## config.mk

```make
export PLATFORM = sky130hd
export DESIGN_NAME = twiddle_feeder
export DESIGN_NICKNAME = d
export VERILOG_FILES = /design/src/rtl/twiddle_feeder.sv
export SDC_FILE = /design/constraint.sdc
export NUM_CORES = 1
export LEC_CHECK = 0
export CAP_MARGIN = 40
export CORE_ASPECT_RATIO = 0.5
export CORE_MARGIN = 1
export CORE_UTILIZATION = 30
export DETAILED_ROUTE_END_ITERATION = 10
export GPL_TIMING_DRIVEN = 0
export HOLD_SLACK_MARGIN = 0.02
export PLACE_DENSITY_LB_ADDON = 0.2
export SLEW_MARGIN = 20
export SYNTH_ARGS = -nofsm -noshare
export SYNTH_HDL_FRONTEND = slang
export SYNTH_SLANG_ARGS = --single-unit
```

## constraint.sdc

```tcl
create_clock -name clk_i -period 2.31 [get_ports clk_i]
set_input_delay 0.3465 -clock clk_i [delete_from_list [all_inputs] [get_ports clk_i]]
set_output_delay 0.3465 -clock clk_i [all_outputs]
set_load 0.01 [all_outputs]
```

## src/rtl/twiddle_feeder.sv

```systemverilog
// Twiddle feeder: frames a complex sample stream, pairs each accepted sample
// with its FFT twiddle factor and forwards both through a one-deep register.
module twiddle_feeder #(
    parameter int unsigned LOG2N  = 4,
    parameter int unsigned STRIDE = 1
) (
    input  logic        clk_i,
    input  logic        reset_ni,
    input  logic        enable_i,
    input  logic        s_valid_i,
    output logic        s_ready_o,
    input  logic [49:0] s_data_i,
    input  logic        s_last_i,
    input  logic        m_ready_i,
    output logic [49:0] stage_o,
    output logic [35:0] w_o,
    output logic        data_valid_o,
    output logic        frame_err_o,
    output logic [15:0] frame_cnt_o
);
    localparam int unsigned N  = 1 << LOG2N;
    localparam int unsigned TW = 36;
    localparam int unsigned CW = 16;
    localparam real         PI = 3.14159265358979323846;
    localparam logic [LOG2N-1:0] K_LAST = LOG2N'(N - 1);

    typedef enum logic [1:0] {
        IDLE  = 2'd0,
        RUN   = 2'd1,
        DRAIN = 2'd2
    } state_t;

    state_t           state_q;
    state_t           state_d;
    logic [LOG2N-1:0] k_q;
    logic [TW-1:0]    tw_rom [N];
    logic             accept_c;
    logic             k_end_c;

    // Twiddle ROM per sample index, evaluated at elaboration (round half away from zero)
    for (genvar i = 0; i < int'(N); i++) begin : g_tw
        localparam int unsigned T  = (i * STRIDE) % N;
        localparam real         AN = 2.0 * PI * $itor(T) / $itor(N);
        localparam real         CR = 131071.0 * $cos(AN);
        localparam real         SR = -131071.0 * $sin(AN);
        localparam int          CI = (CR >= 0.0) ? $rtoi(CR + 0.5) : $rtoi(CR - 0.5);
        localparam int          SI = (SR >= 0.0) ? $rtoi(SR + 0.5) : $rtoi(SR - 0.5);
        assign tw_rom[i] = {18'(CI), 18'(SI)};
    end

    // Upstream handshake: accept only while running and the output slot frees up
    assign s_ready_o = (state_q == RUN) && (!data_valid_o || m_ready_i);
    assign accept_c  = s_valid_i && s_ready_o;
    assign k_end_c   = (k_q == K_LAST);

    // Next-state logic; a disable only takes effect at the end of a frame
    always_comb begin
        state_d = state_q;
        unique case (state_q)
            IDLE:    if (enable_i) state_d = RUN;
            RUN:     if (accept_c && s_last_i && !enable_i) state_d = DRAIN;
            DRAIN:   if (!data_valid_o || m_ready_i) state_d = IDLE;
            default: state_d = IDLE;
        endcase
    end

    // State register
    always_ff @(posedge clk_i or negedge reset_ni) begin
        if (!reset_ni) begin
            state_q <= IDLE;
        end else begin
            state_q <= state_d;
        end
    end

    // Sample index, output register and framing status
    always_ff @(posedge clk_i or negedge reset_ni) begin
        if (!reset_ni) begin
            k_q          <= '0;
            stage_o      <= '0;
            w_o          <= '0;
            data_valid_o <= 1'b0;
            frame_err_o  <= 1'b0;
            frame_cnt_o  <= '0;
        end else begin
            frame_err_o <= 1'b0;
            if (accept_c) begin
                stage_o      <= s_data_i;
                w_o          <= tw_rom[k_q];
                data_valid_o <= 1'b1;
                k_q          <= (s_last_i || k_end_c) ? '0 : k_q + LOG2N'(1);
                // A frame is good only when last and the final index coincide
                frame_err_o  <= s_last_i ^ k_end_c;
                if (s_last_i && k_end_c) begin
                    frame_cnt_o <= frame_cnt_o + CW'(1);
                end
            end else if (data_valid_o && m_ready_i) begin
                data_valid_o <= 1'b0;
            end
        end
    end

endmodule
```

==> impl_metrics.toml, run 1 <==
[placement]
dp_hpwl_um = 8350
gp_congestion = 0.881
numPortBuffers = 160
dp_slack_ps = -191
dpl_cell_area_mm2 = 0.00626

[die]
die_area_mm2 = 0.0151
core_mm2 = 0.0139
initial_utilization = 0.316
rows = 30
fp.dieW_um = 173
die_y_um = 87.5
io_pins = 161

[clocking]
cts_buffers = 9
clock_sinks = 96
clkLatencyLatePin_ps = 340
cts-root-buf = "clkbuf_16"
cts_tree = "done"
clk_pin_slew_worst_paths_ps = 60
cts_buffer_depth = 2
cts_htree_levels = 3
post_cts_buffers = 0

[final_layout]
nNetsFinal = 717
postLayoutCellArea_mm2 = 0.00659
drive_gt1_frac = 0.0960
diodes = 0
area_growth_pct = 50.2

[synth]
synth_top_area_frac = 0.547
synth_area_mm2 = 0.00439
synth_nets = 545
postSynthCellCount = 479
yosys_most_used_dff = "dfrtp_1"
synth_edf_count = 0
synth-async-reset-ratio = 1.00
synth_area_leaders = "dfrtp_1 55%, nand2_1 16%, o21ai_0 3.1%"
synth.largest_area_cell = "dfrtp_1"
yosysWarnings = 0
synth_seq_cells = 96
avgSynthCellArea_um2 = 9.16
synth_cell_type_count = 37
yosysSeqAreaShare = 0.547

[grt]
grt_max_degree = 57
grt_usage = 0.156
antenna_found_initial = 0
grt_pass1_wl_um = 18700
overflow = 0
grt_pass1_vias = 3606

[critical_path]
worst-path-buf-inv = 1
endpoint_kind = "flop"
arrival_ps = 2290
cp.depth = 8
cpLargestDelayFamily = "simple AND/OR/NAND/NOR gates"
crit_path_cell_trace = "ha_2 -> nand3_1 -> inv_1 -> ha_1 -> nand2_1 -> nor3_4 -> nand4_1 -> xnor2_1"
worst_setup_path_start_kind = "flop"
max_stage_delay_ps = 490
worstPathRequired_ps = 2520
cp_slowest_cell = "dfrtp_2"
critPathMaxFanout = 11
crit_type = "flop to flop"
reg2reg_depth = 8

[sta]
rsz0062_at_grt = "false"
max_slew_margin = 0.693
min_period_ps = 2080
finalSetupTns_ps = 0
hold_viol = 0
min_period_over_period = 0.899
worst-slew-pin-transition_ps = 460
slew_violations = 0
setup_violations = 0
setup_ws_ps = 232
fmax_ghz = 0.481
fin_skew_ps = 9.91
holdWs_ps = 468

[power]
combPwrFrac = 0.404
p_sw_frac = 0.323
p_per_area_mw_per_mm2 = 996
ir_drop_mv = 0.412
clkPwrFrac = 0.233
leakage_nw = 3.05
power_switching_w = 0.00212
power.internal_w = 0.00445
power_w = 0.00657
pwr-share-seq = 0.363

[route]
vias_per_cell = 4.38
dr.pass1.iters = 4
first_iter_violations = 153
wl_per_cell_um = 13.4
ant_nets = 0
drc = 0
routed_wl_um = 11400
vias = 3710

[status]
status = "finished, final reports clean"

[flow_run]
drv_cap = 0

[min_path]
worstHoldPathType = "flop to flop"
hold_depth = 1
metrics by stage:
stage               instances  utilization
global placement          831        0.449
floorplan                 479            -
detailed placement        832        0.451
CTS                       849        0.474
global route              848        0.475
finish                    848        0.475
power by group through the flow:
stage          registers (W)  logic, W  clock network (W)
6_report             0.00238   0.00265            0.00153
5_1_grt              0.00245   0.00292            0.00163
4_1_cts              0.00239   0.00269            0.00157
3_5_place_dp         0.00241   0.00268                  0
3_3_place_gp         0.00241   0.00265                  0
2_1_floorplan        0.00258   0.00105                  0
repair_timing:
item                       CTS  global route
resized for setup            2             8
hold endpoints to repair    40             0
hold buffers                 1             0
cloned                       0             0
setup endpoints to repair    4            13
final timing paths:
check / from / end / slack, ps
worst max-delay path: k_q[1] / frame_cnt_o[10] / 230
worst min-delay path: frame_cnt_o[15] / frame_cnt_o[15] / 470
worst max register to register: k_q[1] / frame_cnt_o[10] / 230
worst min register to register: frame_cnt_o[15] / frame_cnt_o[15] / 470
max in group asynchronous: reset_ni / k_q[1] / 1220
min in group asynchronous: reset_ni / stage_o[17] / 480
synthesized netlist by cell type (all sizes together) (2+ instances only):
cell type and n:
a211oi 2, a21o 2, a21oi 14, a311oi 2, a31oi 2, and2 2
and3 2, and4 2, buf 31, clkbuf 10, dfrtp 96, ha 10
inv 8, mux2 2, mux2i 3, nand2 185, nand2b 5, nand3 15
nand4 5, nor2 13, nor2b 5, nor3 6, nor4 4, o211ai 3
o21ai 28, o22ai 2, o31ai 3, xnor2 7, xor2 8
cells by family after synthesis:
logic type      synth area share
compound gates            0.0787
buf+inv                   0.0619
flops                      0.547
fa+ha+maj                 0.0285
xor+xnor                  0.0299
simple gates               0.242
mux                       0.0120
placed cells by master (no fill, tap or decap), drive strengths merged, types with 3 or more instances in the layout:
master and count:
o21ai 28, nand3 15, inv 9, nand2 185
o211ai 3, mux2i 3, buf 34, nor3 6
nor2 13, nor4 4, nand4 5, clkbuf 18
o31ai 3, dfrtp 96, nor2b 5, clkdlybuf4s50 159
xnor2 7, xor2 8, nand2b 5, a21oi 14
ha 10
sequential cells by signal, indices dropped and copies added (netlist names):
register / flops
state_q: 2
frame_cnt_o: 16
w_o: 22
stage_o: 50
k_q: 4
data_valid_o: 1
frame_err_o: 1
metal layers:
metal  track usage  vias to the layer above  wire, µm
met5             0                        -         0
met4        0.0418                        0        65
met3        0.0332                        4       428
met2         0.261                       81      5510
met1         0.208                     1737      5400
li1              -                     1888         -
layout make-up:
type / count / area, µm²
buffer: 40 / 243
clock buffer: 10 / 239
clock inverter: 6 / 67.6
fill: 1345 / 7300
inverter: 8 / 30.0
multi-input combinational: 334 / 1730
sequential: 96 / 2400
tap: 192 / 240
timing repair buffer: 162 / 1640
No activity file was read; power rests on OpenSTA's default activity.
==> run 2: changes to the inputs <==
--- a/config.mk
+++ b/config.mk
@@ -10,6 +10,7 @@
 export CORE_MARGIN = 1
 export CORE_UTILIZATION = 30
 export DETAILED_ROUTE_END_ITERATION = 10
+export DONT_BUFFER_PORTS = 1
 export GPL_TIMING_DRIVEN = 0
 export HOLD_SLACK_MARGIN = 0.02
 export PLACE_DENSITY_LB_ADDON = 0.2
==> run 2 against run 1 <==
Compared with the run above:
- the run now ends with negative hold slack left
- routed wire length is 6.5% lower
- clock power is 3% higher
- global-route usage is 1.2 points lower
- combinational power is 52% lower
- die area stayed put
- critical path type unchanged
- worst hold slack worse by 780 ps
==> impl_metrics.toml, run 2 (synthesis results as in run 1) <==
[status]
status = "finished, violations left"
violations = "negative hold slack"

[placement]
dp_hpwl_um = 7540
dpl_cell_area_mm2 = 0.00463
numPortBuffers = 0
gp_congestion = 0.800
placed_cells = 671

[final_layout]
largestRegisters = "stage_o (50), w_o (22), frame_cnt_o (16)"
final_core_util = 0.357
final_common_cell = "nand2_1"
area_growth_pct = 13.1
stdcell_count = 686
drive_gt1_frac = 0.126
diodes = 0
largest_reg_flops = 50
nNetsFinal = 555
postLayoutCellArea_mm2 = 0.00496
final_cell_mix = "185 x nand2_1, 95 x dfrtp_1, 27 x o21ai_0"
top_register = "stage_o"

[die]
initial_utilization = 0.316
die_area_mm2 = 0.0151
io_pins = 161
fp.dieW_um = 173
rows = 30
core_mm2 = 0.0139
die_y_um = 87.5

[critical_path]
reg2reg_depth = 9
endpoint_kind = "flop"
arrival_ps = 2310
critPathMaxFanout = 10
cpLargestDelayFamily = "simple AND/OR/NAND/NOR gates"
startpoint = "k_q[3]"
worstPathRequired_ps = 2530
crit_type = "flop to flop"
cp_slowest_cell = "dfrtp_1"
worst_setup_path_start_kind = "flop"
cp.depth = 9
reg2reg_to = "frame_cnt_o[10]"
crit_path_cell_trace = "clkbuf_1 -> clkbuf_4 -> nand3_1 -> inv_1 -> ha_1 -> nand2_1 -> nor3_4 -> nand4_1 -> xnor2_1"
max_stage_delay_ps = 320
r2r_start = "k_q[3]"
regToRegSetupSlack_ps = 220
endpoint = "frame_cnt_o[10]"
worst-path-buf-inv = 3

[sta]
worst-slew-pin-transition_ps = 487
fin_skew_ps = 11.9
hold_viol = 96
min_period_ps = 2090
setup_violations = 0
fmax_ghz = 0.479
finalSetupTns_ps = 0
holdWs_ps = -313
rsz0062_at_grt = "false"
max_slew_margin = 0.675
slew_violations = 0
min_period_over_period = 0.904

[route]
ant_nets = 0
drc = 0
dr.pass1.iters = 4
first_iter_violations = 175
routed_wl_um = 10700
vias_per_cell = 4.68
wl_per_cell_um = 15.5
vias = 3210

[grt]
grt-busiest-layer = "met2"
grt_pass1_vias = 3145
grt_max_degree = 97
overflow = 0
antenna_found_initial = 0
grt_usage = 0.144
gr-usage-met2 = 0.236
grt_pass1_wl_um = 17000
grtUsageMet1 = 0.184
grt_use_met3 = 0.0462

[power]
ir_drop_mv = 0.350
p_per_area_mw_per_mm2 = 1110
leakage_nw = 2.44

[clocking]
cts_tree = "done"
clkLatencyLatePin_ps = 350
clock_sinks = 96
cts_buffers = 9
cts_buffer_depth = 2
clk_pin_slew_worst_paths_ps = 70
cts_htree_levels = 3
cts-root-buf = "clkbuf_16"

[min_path]
worstHoldPathType = "input port to asynchronous set/reset pin"

[flow_run]
drv_cap = 0
-- run 2: cell types whose count changed in the layout (fill, tap and decap cells not counted), sizes merged --
cell | previous run | this run
clkdlybuf4s50 | 159 | 0
clkbuf | 18 | 20
dlygate4sd3 | 1 | 0
clkinvlp | 2 | 0
inv | 9 | 10
buf | 34 | 31
-- run 2: stage by stage --
stage / setup slack, ps / power, W / hold slack [ps]
2_1_floorplan: 340 / 0.00362 / 50.9
3_3_place_gp: -150 / 0.00397 / 52.6
3_5_place_dp: -136 / 0.00399 / 52.5
4_1_cts: 29.7 / 0.00559 / -325
5_1_grt: 11.8 / 0.00588 / -332
6_report: 223 / 0.00550 / -313
-- run 2: layout make-up --
class                   instances  area [µm²]
plain buffers                  40         243
clock buffers                  11         253
clock inverters                 5        61.3
fillers                      1449        8920
inverters                       8        30.0
multi-input cells             334        1730
flip-flops and latches         96        2400
well taps                     192         240
-- run 2: worst min-delay path by stage --
stage | start | endpoint | slack, ps | cells past startpoint
2_1_floorplan | reset_ni | data_valid_o | 50 | 0
3_3_place_gp | reset_ni | stage_o[13] | 50 | 0
3_5_place_dp | reset_ni | stage_o[13] | 50 | 0
4_1_cts | reset_ni | stage_o[19] | -330 | 0
5_1_grt | reset_ni | stage_o[13] | -330 | 0
6_report | reset_ni | stage_o[18] | -310 | 0
-- run 2: per-layer routing --
layer,wire length [µm],up-vias
met2,4990,98
met3,602,15
li1,-,1561
met5,0,-
met1,4880,1536
met4,178,0
-- run 2: where the power goes --
group / total, W / switching [W] / leakage [nW] / internal, W
logic: 0.00128 / 0.000751 / 1.06 / 0.000528
clock network: 0.00157 / 0.000664 / 0.157 / 0.000907
registers: 0.00265 / 0.000548 / 1.22 / 0.00211
-- run 2: repair_timing --
item                                   4_1_cts  5_1_grt
endpoints found under the hold margin       96       96
buffers inserted                             0        0
resized for setup                            2        8
pin swaps                                    0        0
setup endpoints to repair                    7       14
-- run 2: worst reg2reg max path, cell delays in order, from the launching register on --
cell and delay [ps]:
dfrtp_1 320, clkbuf_1 210, clkbuf_4 260, nand3_1 120, inv_1 80, ha_1 260
nand2_1 150, nor3_4 280, nand4_1 140, xnor2_1 150
==> run 3: changes to the inputs <==
--- a/config.mk
+++ b/config.mk
@@ -12,8 +12,8 @@
 export DETAILED_ROUTE_END_ITERATION = 10
 export DONT_BUFFER_PORTS = 1
 export GPL_TIMING_DRIVEN = 0
-export HOLD_SLACK_MARGIN = 0.02
 export PLACE_DENSITY_LB_ADDON = 0.2
+export SETUP_SLACK_MARGIN = 0.2
 export SLEW_MARGIN = 20
 export SYNTH_ARGS = -nofsm -noshare
 export SYNTH_HDL_FRONTEND = slang
==> run 3 against run 2 <==
Compared with the run above:
- the run still ends with negative hold slack left
- global-route usage about the same
- non-clock buffer count rose by 4
- fmax rose by 6.9%
- first-iteration DRC count up 15%
- via count up 0.81%
- highest routed layer unchanged
==> impl_metrics.toml, run 3 (synthesis results as in run 1) <==
[route]
routed_wl_um = 10700
wl_per_cell_um = 15.5
drc = 0
vias = 3236
vias_per_cell = 4.69
ant_nets = 0
first_iter_violations = 202
dr.pass1.iters = 4

[die]
die_area_mm2 = 0.0151
fp.dieW_um = 173
initial_utilization = 0.316
rows = 30
die_y_um = 87.5
core_mm2 = 0.0139
io_pins = 161

[grt]
antenna_found_initial = 0
grt_pass1_wl_um = 17000
grt_max_degree = 97
overflow = 0
grt_usage = 0.144
grt_pass1_vias = 3148

[final_layout]
final_core_util = 0.361
top_register = "stage_o"
area_growth_pct = 14.1
largestRegisters = "stage_o (50), w_o (22), frame_cnt_o (16)"
drive_gt1_frac = 0.139
final_cell_mix = "185 x nand2_1, 95 x dfrtp_1, 27 x o21ai_0"
largest_reg_flops = 50
nNetsFinal = 559
stdcell_count = 690
diodes = 0
final_common_cell = "nand2_1"
num-fill-cells = 1444

[placement]
dp_slack_ps = -136
placed_cells = 671
gp_congestion = 0.800
numPortBuffers = 0
dp_hpwl_um = 7540

[sta]
hold_viol = 96
min_period_over_period = 0.845
setup_violations = 0
min_period_ps = 1950
fin_skew_ps = 11.5
worst-slew-pin-transition_ps = 482
fmax_ghz = 0.512
slew_violations = 0
rsz0062_at_grt = "false"
holdWs_ps = -310
setup_ws_ps = 357
max_slew_margin = 0.678

[clocking]
clkLatencyLatePin_ps = 340
cts_tree = "done"
cts-root-buf = "clkbuf_16"
cts_buffer_depth = 2
cts_htree_levels = 3
clock_sinks = 96
cts_buffers = 9
clk_pin_slew_worst_paths_ps = 70

[critical_path]
cpMostUsedCell = "buf_2"
regToRegSetupSlack_ps = 360
critPathMaxFanout = 10
cpLargestDelayFamily = "simple AND/OR/NAND/NOR gates"
worst-path-buf-inv = 3
endpoint_kind = "flop"
worstPathRequired_ps = 2530
max_stage_delay_ps = 320
cp_slowest_cell = "dfrtp_1"
worst_setup_path_start_kind = "flop"
arrival_ps = 2170
crit_path_cell_trace = "buf_2 -> buf_2 -> nand3_1 -> inv_1 -> ha_2 -> nand2_1 -> nor3_4 -> nand4_1 -> xnor2_1"
crit_type = "flop to flop"

[power]
pwr-share-seq = 0.478
power.internal_w = 0.00358
combPwrFrac = 0.240
ir_drop_mv = 0.350
p_sw_frac = 0.356
leakage_nw = 2.46
p_per_area_mw_per_mm2 = 1110
power_switching_w = 0.00198
clkPwrFrac = 0.282
power_w = 0.00556

[min_path]
worstHoldPathType = "input port to asynchronous set/reset pin"

[flow_run]
drv_cap = 0

[status]
status = "finished, violations left"
violations = "negative hold slack"
run 3: cell count changes in the layout (fill, tap and decap cells not counted):
cell,before,now
buf_2,13,14
clkbuf_1,7,6
ha_4,0,1
buf_4,17,21
clkbuf_2,1,2
ha_2,1,2
ha_1,9,7
clkbuf_4,1,0
run 3: per-stage QoR:
| stage | setup TNS (ps) | hold slack [ps] | instance area (µm²) |
|---|---|---|---|
| 4_1_cts | 0 | -325 | 4960 |
| 6_report | 0 | -310 | 5010 |
| 2_1_floorplan | 0 | 50.9 | 4390 |
| 5_1_grt | 0 | -332 | 5010 |
| 3_5_place_dp | -445 | 52.5 | 4630 |
| 3_3_place_gp | -531 | 52.6 | 4630 |
run 3: worst paths after layout:
| path | from | to | cells after the start |
|---|---|---|---|
| hold reg to reg | state_q[1] | state_q[0] | 1 |
| min in group clk_i | s_data_i[17] | stage_o[17] | 2 |
| hold / removal | reset_ni | stage_o[18] | 0 |
| setup / recovery | k_q[2] | frame_cnt_o[10] | 9 |
| max in group asynchronous | reset_ni | k_q[2] | 0 |
| setup reg to reg | k_q[2] | frame_cnt_o[10] | 9 |
run 3: what timing repair did:
action                                  in CTS  in global routing
endpoints found under the setup margin      12                 21
setup buffers                                0                  3
gates resized for setup                      6                 10
cloned                                       0                  0
endpoints found under the hold margin       96                 96
run 3: layout make-up:
class	count	area, µm²	area share
plain buffers	41	249	0.0497
clock buffers	11	253	0.0505
clock inverters	5	61.3	0.0122
inverters	8	30.0	0.00600
multi-input cells	334	1750	0.349
flip-flops and latches	96	2400	0.480
well taps	192	240	0.0480
repair buffers	3	22.5	0.00450
run 3: metal layers:
layer | part of all wire | routed length, µm | up-vias | track usage
met2 | 0.48 | 5130 | 84 | 0.236
met3 | 0.045 | 482 | 10 | 0.0462
met1 | 0.46 | 4960 | 1571 | 0.185
met4 | 0.012 | 125 | 0 | 0.0459
met5 | 0 | 0 | - | 0
li1 | - | - | 1571 | -
run 3: power by group through the flow:
stage | registers, W | logic (W) | clock network, W
CTS | 0.00267 | 0.00129 | 0.00163
floorplan | 0.00258 | 0.00105 | 0
detailed placement | 0.00270 | 0.00129 | 0
global placement | 0.00269 | 0.00127 | 0
finish | 0.00265 | 0.00133 | 0.00157
global route | 0.00271 | 0.00153 | 0.00169
